===== config.mk =====
export PLATFORM = sky130hd
export DESIGN_NAME = db_dram_arb
export DESIGN_NICKNAME = d
export VERILOG_FILES = /design/src/rtl/db_dram_arb.sv
export SDC_FILE = /design/constraint.sdc
export NUM_CORES = 1
export LEC_CHECK = 0
export BUFFER_PORTS_ARGS = -buffer_cell sky130_fd_sc_hd__buf_2
export CORE_UTILIZATION = 47
export DETAILED_ROUTE_END_ITERATION = 6
export PLACE_DENSITY = 0.81
export SLEW_MARGIN = 15
export SYNTH_ARGS = -nofsm -noshare
export SYNTH_HDL_FRONTEND = slang
export SYNTH_SLANG_ARGS = --single-unit
export TNS_END_PERCENT = 20

===== constraint.sdc =====
create_clock -name clk -period 3.6 [get_ports clk]
set_clock_uncertainty 0.15 [all_clocks]
set_input_delay 0.72 -clock clk [delete_from_list [all_inputs] [get_ports clk]]
set_output_delay 0.72 -clock clk [all_outputs]
set_load 0.1 [all_outputs]

===== src/rtl/db_dram_arb.sv =====
// db_dram_arb: round-robin sharing of the DRAM command port between the hash-table and data-store paths, with read-credit limiting and in-order return routing.
module db_dram_arb #(
  parameter int RAM_ADDR   = 22,
  parameter int RAM_DWIDTH = 32,
  parameter int MAX_OUTST  = 8
) (
  input  logic                         clk,
  input  logic                         rst,
  input  logic                         req0_valid,
  input  logic                         req0_we,
  input  logic [RAM_ADDR-1:0]          req0_addr,
  input  logic [RAM_DWIDTH-1:0]        req0_wdata,
  output logic                         req0_ready,
  input  logic                         req1_valid,
  input  logic                         req1_we,
  input  logic [RAM_ADDR-1:0]          req1_addr,
  input  logic [RAM_DWIDTH-1:0]        req1_wdata,
  output logic                         req1_ready,
  output logic                         rsp0_valid,
  output logic [RAM_DWIDTH-1:0]        rsp0_data,
  output logic                         rsp1_valid,
  output logic [RAM_DWIDTH-1:0]        rsp1_data,
  output logic                         dram_wr_en,
  output logic                         dram_rd_en,
  output logic [RAM_ADDR-1:0]          dram_addr,
  output logic [RAM_DWIDTH-1:0]        dram_wr_din,
  input  logic [RAM_DWIDTH-1:0]        dram_rd_dout,
  input  logic                         dram_rd_valid,
  output logic [$clog2(MAX_OUTST):0]   outst_cnt,
  output logic                         err_unexp
);
  localparam int CW = $clog2(MAX_OUTST) + 1;
  localparam int AW = $clog2(MAX_OUTST);
  localparam logic [CW-1:0] FULL = CW'(MAX_OUTST);
  logic          last, el0, el1, g1, acc, we, rd_iss, pop, rid;
  logic [AW-1:0] wp, rp;
  logic          id_mem [MAX_OUTST];
  always_comb begin
    el0        = rst && req0_valid && (req0_we || outst_cnt < FULL);
    el1        = rst && req1_valid && (req1_we || outst_cnt < FULL);
    req0_ready = el0 && (!el1 || last);
    req1_ready = el1 && (!el0 || !last);
    acc        = req0_ready || req1_ready;
    g1         = req1_ready;
    we         = g1 ? req1_we : req0_we;
    rd_iss     = acc && !we;
    pop        = dram_rd_valid && outst_cnt != '0;
    rid        = id_mem[rp];
  end
  // ID memory needs no reset: entries are only read behind the write pointer.
  always_ff @(posedge clk)
    if (rd_iss) id_mem[wp] <= g1;
  always_ff @(posedge clk) begin
    if (!rst) begin
      last        <= 1'b1;
      dram_wr_en  <= 1'b0;
      dram_rd_en  <= 1'b0;
      dram_addr   <= '0;
      dram_wr_din <= '0;
      rsp0_valid  <= 1'b0;
      rsp1_valid  <= 1'b0;
      rsp0_data   <= '0;
      rsp1_data   <= '0;
      wp          <= '0;
      rp          <= '0;
      outst_cnt   <= '0;
      err_unexp   <= 1'b0;
    end else begin
      dram_wr_en <= acc && we;
      dram_rd_en <= rd_iss;
      if (acc) begin
        last        <= g1;
        dram_addr   <= g1 ? req1_addr : req0_addr;
        dram_wr_din <= we ? (g1 ? req1_wdata : req0_wdata) : '0;
      end
      rsp0_valid <= pop && !rid;
      rsp1_valid <= pop && rid;
      if (pop && !rid) rsp0_data <= dram_rd_dout;
      if (pop && rid) rsp1_data <= dram_rd_dout;
      if (rd_iss) wp <= wp + 1'b1;
      if (pop) rp <= rp + 1'b1;
      outst_cnt <= outst_cnt + CW'(rd_iss) - CW'(pop);
      err_unexp <= err_unexp | (dram_rd_valid && outst_cnt == '0);
    end
  end
endmodule


==> results of run 1 <==
cell type report:
cell class	count	area [µm²]	area share, %
clock buffer	21	483	6.02
clock inverter	10	120	1.50
timing repair buffer	282	1470	18.3
multi-input combinational	403	2710	33.8
sequential	145	2980	37.2
tap	168	210	2.62
antenna	3	7.51	0.0935
inverter	10	37.5	0.468
report_power, final:
group | internal, mW | switching (mW)
Sequential | 1.88 | 0.151
Combinational | 0.610 | 2.28
Clock | 1.10 | 0.669
layer usage:
layer	vias up	track usage, %	wire length (µm)	share of wire (%)
li1	2584	-	-	-
met2	183	40.8	7460	50
met3	27	8.42	1260	8.4
met4	0	10.6	366	2.4
met1	2324	24.2	5940	40
met5	-	0	0	0
Yosys cell counts (all sizes together) (2+ instances only):
cell type,n
ha,7
buf,18
nand3,2
a31oi,2
mux2i,123
o21ai,57
a22oi,3
nand2,136
nor2,12
and2,4
nor3,3
xnor2,3
nor2b,3
inv,10
dfxtp,137
nor3b,2
clkbuf,22
or3b,2
nor4b,3
o22ai,2
a21oi,25
edfxtp,8
nor4bb,2
per-stage QoR:
stage	hold slack (ps)	cells	worst slack, ps	area (µm²)	power [mW]
finish	292	1042	697	8030	6.70
global route	312	1042	592	8030	6.97
CTS	295	1039	669	8020	6.75
detailed placement	287	1008	368	7420	4.96
global placement	282	1008	442	7420	4.91
floorplan	304	598	97.5	5930	4.47
cell families after synthesis:
kind of cell / synth area share, %
flops: 50.4
fa+ha+maj: 1.82
xor+xnor: 0.592
buf+inv: 4.23
simple gates: 12.9
mux: 20.8
compound gates: 9.32
worst max-delay path, cell delays in order, from the launching register on:
cell      delay, ps
dfxtp_1         480
nor2b_1         360
a311oi_4         70
buf_4           170
nor3_4           90
buf_2           440
sequential cells by signal (all words and copies together) (netlist names), 3 cells and up, named ones only:
signal       flops
dram_addr       22
dram_wr_din     32
id_mem           8
outst_cnt        4
rp               3
rsp0_data       32
rsp1_data       32
wp               3
path summary, 6_finish.rpt:
| kind | start | to | slack [ps] | cells past startpoint |
|---|---|---|---|---|
| setup reg to reg | outst_cnt[3]$_SDFF_PN0_ | outst_cnt[2]$_SDFF_PN0_ | 890 | 11 |
| setup / recovery | outst_cnt[3]$_SDFF_PN0_ | req0_ready | 700 | 5 |
| hold / removal | dram_wr_din[1]$_SDFFE_PN0P_ | dram_wr_din[1]$_SDFFE_PN0P_ | 290 | 2 |
| hold reg to reg | dram_wr_din[1]$_SDFFE_PN0P_ | dram_wr_din[1]$_SDFFE_PN0P_ | 290 | 2 |
==> run_results.csv, run 1 <==
group,metric,value,unit
route,drt_wl_total,15000,µm
sta,period_needed,2900,ps
placement,portBuffers,275,
synthesis,syn_nets,753,
finish,final_nets,1014,
synthesis,syn_area,5920,µm²
route,drtAntennaViolNets,0,
finish,syn2layout_area_growth,35.6,%
clock_network,cts_tree,"built",
clock_network,cts.clk_slew.worst_paths,60,ps
sta,max_slew_margin,29.1,%
worst_setup_path,crit_fanout,7,
power_and_ir_drop,leakagePower,3.87,nW
placement,post-dp-hpwl,10900,µm
clock_network,cts_root_buf,"clkbuf_16",
floorplanning,die_h,114,µm
floorplanning,core_area,12200,µm²
sta,hold_viol_final,0,
finish,n_fill_cell,1023,
floorplanning,initial_core_util,48.7,%
finish,final_cell_mix,"273 x buf_2, 137 x dfxtp_1, 135 x nand2_1",
route,drtIter0Drc,235,
grt,grt_start_max_net_pins,120,
run,cap_viol_max_count,0,
placement,gp_congestion,0.807,
grt,grt_usage,23.0,%
synthesis,synthArstFlopShare,0,%
run_status,status,"completed",
finish,drive_gt1_share,37.4,%
floorplanning,die-area,13000,µm²
synthesis,synthTopCellsByArea,"dfxtp_1 46%, mux2i_1 21%, nand2_1 8.6%",
worst_setup_path,crit_arrival,2030,ps
route,num_vias,5118,
power_and_ir_drop,irDropWorstVdd,0.354,mV
clock_network,cts-buffers-inserted,17,
clock_network,cts_num_sinks,145,
clock_network,htreeDepth,4,
floorplanning,die_w,114,µm
finish,layout_commonest_cell,"buf_2",
grt,grt_overflow,0,
clock_network,worstSkewPairLatency,410,ps
synthesis,seq_area_frac_synth,50.4,%
synthesis,synth_edf_count,8,
synthesis,ys_dominant_reg_cell,"dfxtp_1",
grt,grt_pass1_wl,23200,µm
clock_network,clock_path_buffers,2,
synthesis,ys_types,46,
synthesis,syn_inst,598,
worst_setup_path,crit_path_end_kind,"primary output",
sta,fmaxAchievable,0.344,GHz
worst_setup_path,worstPathRequired,2730,ps
sta,rsz0062_at_grt,"no",
route,first_pass_iters,4,
sta,fin_setup_tns,0,ps
clock_network,cts_resized,0,
synthesis,yosysTopAreaCell,"dfxtp_1",
grt,grt_pass1_vias,4891,
route,wl_per_cell,14.4,µm
floorplanning,ioPinCount,276,
power_and_ir_drop,power.density,834,nW/µm²
grt,antenna_found_initial,3,
sta,setup_viol,0,
route,viasPerCell,4.91,
route,drcViolationCount,0,
synthesis,synth_top_area_share,46.3,%
synthesis,yosys_warnings,0,
sta,timing.final.crit_share,80.6,%
sta,worst_pin_slew,1060,ps
synthesis,synth_seq_cells,145,
clock_network,post_cts_buffers,0,
worst_setup_path,critPathKind,"reg2out",
hold_path,min-delay-path-class,"reg2reg",
finish,fin_util,66.0,%
worst_setup_path,start_kind,"flop",
clock_network,cts_hold_buffers,0,
floorplanning,num_rows,40,
sta,slew_violations,0,
synthesis,synth_area_per_cell,9.90,µm²
Power figures use the tool's default switching activity.
==> run 2: changes to the inputs <==
--- a/config.mk
+++ b/config.mk
@@ -6,9 +6,9 @@
 export NUM_CORES = 1
 export LEC_CHECK = 0
 export BUFFER_PORTS_ARGS = -buffer_cell sky130_fd_sc_hd__buf_2
-export CORE_UTILIZATION = 47
+export CORE_UTILIZATION = 42
 export DETAILED_ROUTE_END_ITERATION = 6
-export PLACE_DENSITY = 0.81
+export PLACE_DENSITY = 0.76
 export SLEW_MARGIN = 15
 export SYNTH_ARGS = -nofsm -noshare
 export SYNTH_HDL_FRONTEND = slang
==> constraint.sdc (replaced) <==
create_clock -name clk -period 2.6 [get_ports clk]
set_clock_uncertainty 0.15 [all_clocks]
set_input_delay 0.52 -clock clk [delete_from_list [all_inputs] [get_ports clk]]
set_output_delay 0.52 -clock clk [all_outputs]
set_load 0.1 [all_outputs]
==> run_results.csv, run 2 (synthesis gave the netlist of run 1 again) <==
group,metric,value,unit
worst_setup_path,crit_slowest_cell,"buf_2",
placement,place_ws,-11.3,ps
finish,final_nets,1028,
route,drt_wl_total,14800,µm
grt,grt_usage,20.4,%
floorplanning,num_rows,43,
worst_setup_path,cp_top_family,"simple AND/OR/NAND/NOR gates",
finish,layout_commonest_cell,"buf_2",
clock_network,cts.clk_slew.worst_paths,60,ps
finish,fin_util,58.9,%
floorplanning,die_h,121,µm
finish,drive_gt1_share,40.0,%
grt,grt_overflow,0,
sta,rsz0062_at_grt,"no",
sta,slew_violations,0,
grt,grt_start_max_net_pins,112,
sta,max_slew_margin,32.6,%
route,wl_per_cell,13.9,µm
clock_network,worstSkewPairLatency,410,ps
clock_network,cts_tree,"built",
route,drcViolationCount,0,
floorplanning,die_w,121,µm
grt,grt_pass1_vias,4900,
grt,antenna_found_initial,2,
clock_network,cts_num_sinks,145,
clock_network,cts_root_buf,"clkbuf_16",
worst_setup_path,path_cells,"nor2b_2, a311oi_4, nor3_4, buf_2",
finish,postLayoutCellArea,8150,µm²
clock_network,clock_path_buffers,2,
sta,worst_pin_slew,1010,ps
sta,timing.final.crit_share,95.8,%
power_and_ir_drop,power,9.16,mW
worst_setup_path,path_buf_inv,1,
finish,top_regs,"dram_wr_din x32, rsp0_data x32, rsp1_data x32",
grt,grt_pass1_wl,23300,µm
finish,final_cell_mix,"273 x buf_2, 134 x nand2_1, 134 x dfxtp_1",
worst_setup_path,start_kind,"flop",
route,drtAntennaViolNets,0,
finish,syn2layout_area_growth,37.7,%
worst_setup_path,worstPathRequired,1930,ps
hold_path,min-delay-path-class,"in2reg",
worst_setup_path,max_stage_delay,450,ps
placement,place_area,7580,µm²
floorplanning,ioPinCount,276,
route,drtIter0Drc,210,
run_status,status,"completed",
placement,gp_congestion,0.778,
power_and_ir_drop,irDropWorstVdd,0.585,mV
floorplanning,die-area,14600,µm²
sta,fmaxAchievable,0.402,GHz
floorplanning,core_area,13800,µm²
worst_setup_path,crit_fanout,6,
worst_setup_path,r2r_setup_slack,120,ps
sta,hold_viol_final,0,
run,cap_viol_max_count,0,
worst_setup_path,crit_arrival,1820,ps
clock_network,htreeDepth,4,
route,viasPerCell,4.82,
power_and_ir_drop,power.density,1120,nW/µm²
placement,portBuffers,275,
sta,setup_viol,0,
sta,period_needed,2490,ps
finish,n_fill_cell,1255,
floorplanning,initial_core_util,42.8,%
power_and_ir_drop,leakagePower,3.92,nW
route,first_pass_iters,4,
worst_setup_path,critPathKind,"reg2out",
placement,post-dp-hpwl,10800,µm
worst_setup_path,crit_path_end_kind,"primary output",
sta,worst_slack,110,ps
clock_network,cts-buffers-inserted,17,
sta,hold_slack,215,ps
route,num_vias,5152,
==> run 2: cell count changes in the layout (fill, tap and decap cells not counted), moves of 2 or more <==
cell,delta
buf_4,+12
inv_4,+2
buf_12,+2
clkbuf_1,-2
dfxtp_1,-3
bufinv_16,-2
ha_1,-2
clkbuf_16,-2
dfxtp_2,+2
==> run 2: final timing paths <==
kind / from / end / cells past startpoint
worst min register to register: dram_wr_din[29]$_SDFFE_PN0P_ / dram_wr_din[29]$_SDFFE_PN0P_ / 2
worst max-delay path: outst_cnt[3]$_SDFF_PN0_ / req0_ready / 4
worst min-delay path: req0_wdata[9] / dram_wr_din[9]$_SDFFE_PN0P_ / 3
worst max register to register: outst_cnt[2]$_SDFF_PN0_ / outst_cnt[1]$_SDFF_PN0_ / 10
==> run 2: power by group <==
part,internal [mW],total (mW),switching (mW)
Combinational,0.925,4.11,3.19
Clock,1.26,2.25,0.990
Sequential,2.61,2.81,0.200
==> run 2: worst min-delay path: cells and delay by family <==
family                 cells  cell delay (ps)
AO/OA/AOI/OAI              1              100
buffers and inverters      1               80
multiplexers               1               50
==> run 2: timing repair <==
item	4_1_cts	5_1_grt
hold buffers	0	0
endpoints found under the hold margin	0	0
endpoints found under the setup margin	0	3
gates resized for setup	0	5
buffers inserted	0	1
==> run 2: per-layer routing <==
layer | share of wire, % | vias up | global-route usage [%] | wire [µm]
met5 | 0 | - | 0 | 0
met4 | 1.7 | 0 | 9.34 | 256
met3 | 7.8 | 19 | 6.70 | 1160
met2 | 50 | 192 | 35.0 | 7400
met1 | 41 | 2330 | 22.9 | 6020
li1 | - | 2611 | - | -
==> run 2: per-stage QoR <==
| stage | TNS, ps | cells |
|---|---|---|
| final | 0 | 1068 |
| after detailed placement | -11.3 | 1033 |
| after global routing | 0 | 1068 |
| after CTS | 0 | 1065 |
| after floorplan | -287 | 598 |
| after global placement | 0 | 1033 |
==> run 2: layout make-up <==
type	instances	area, µm²	share of cell area [%]
sequential	145	2990	36.7
multi-input combinational	403	2750	33.7
timing repair buffer	296	1600	19.7
clock buffer	18	439	5.39
tap	180	225	2.76
clock inverter	14	105	1.29
inverter	10	37.5	0.461
antenna	2	5.00	0.0614
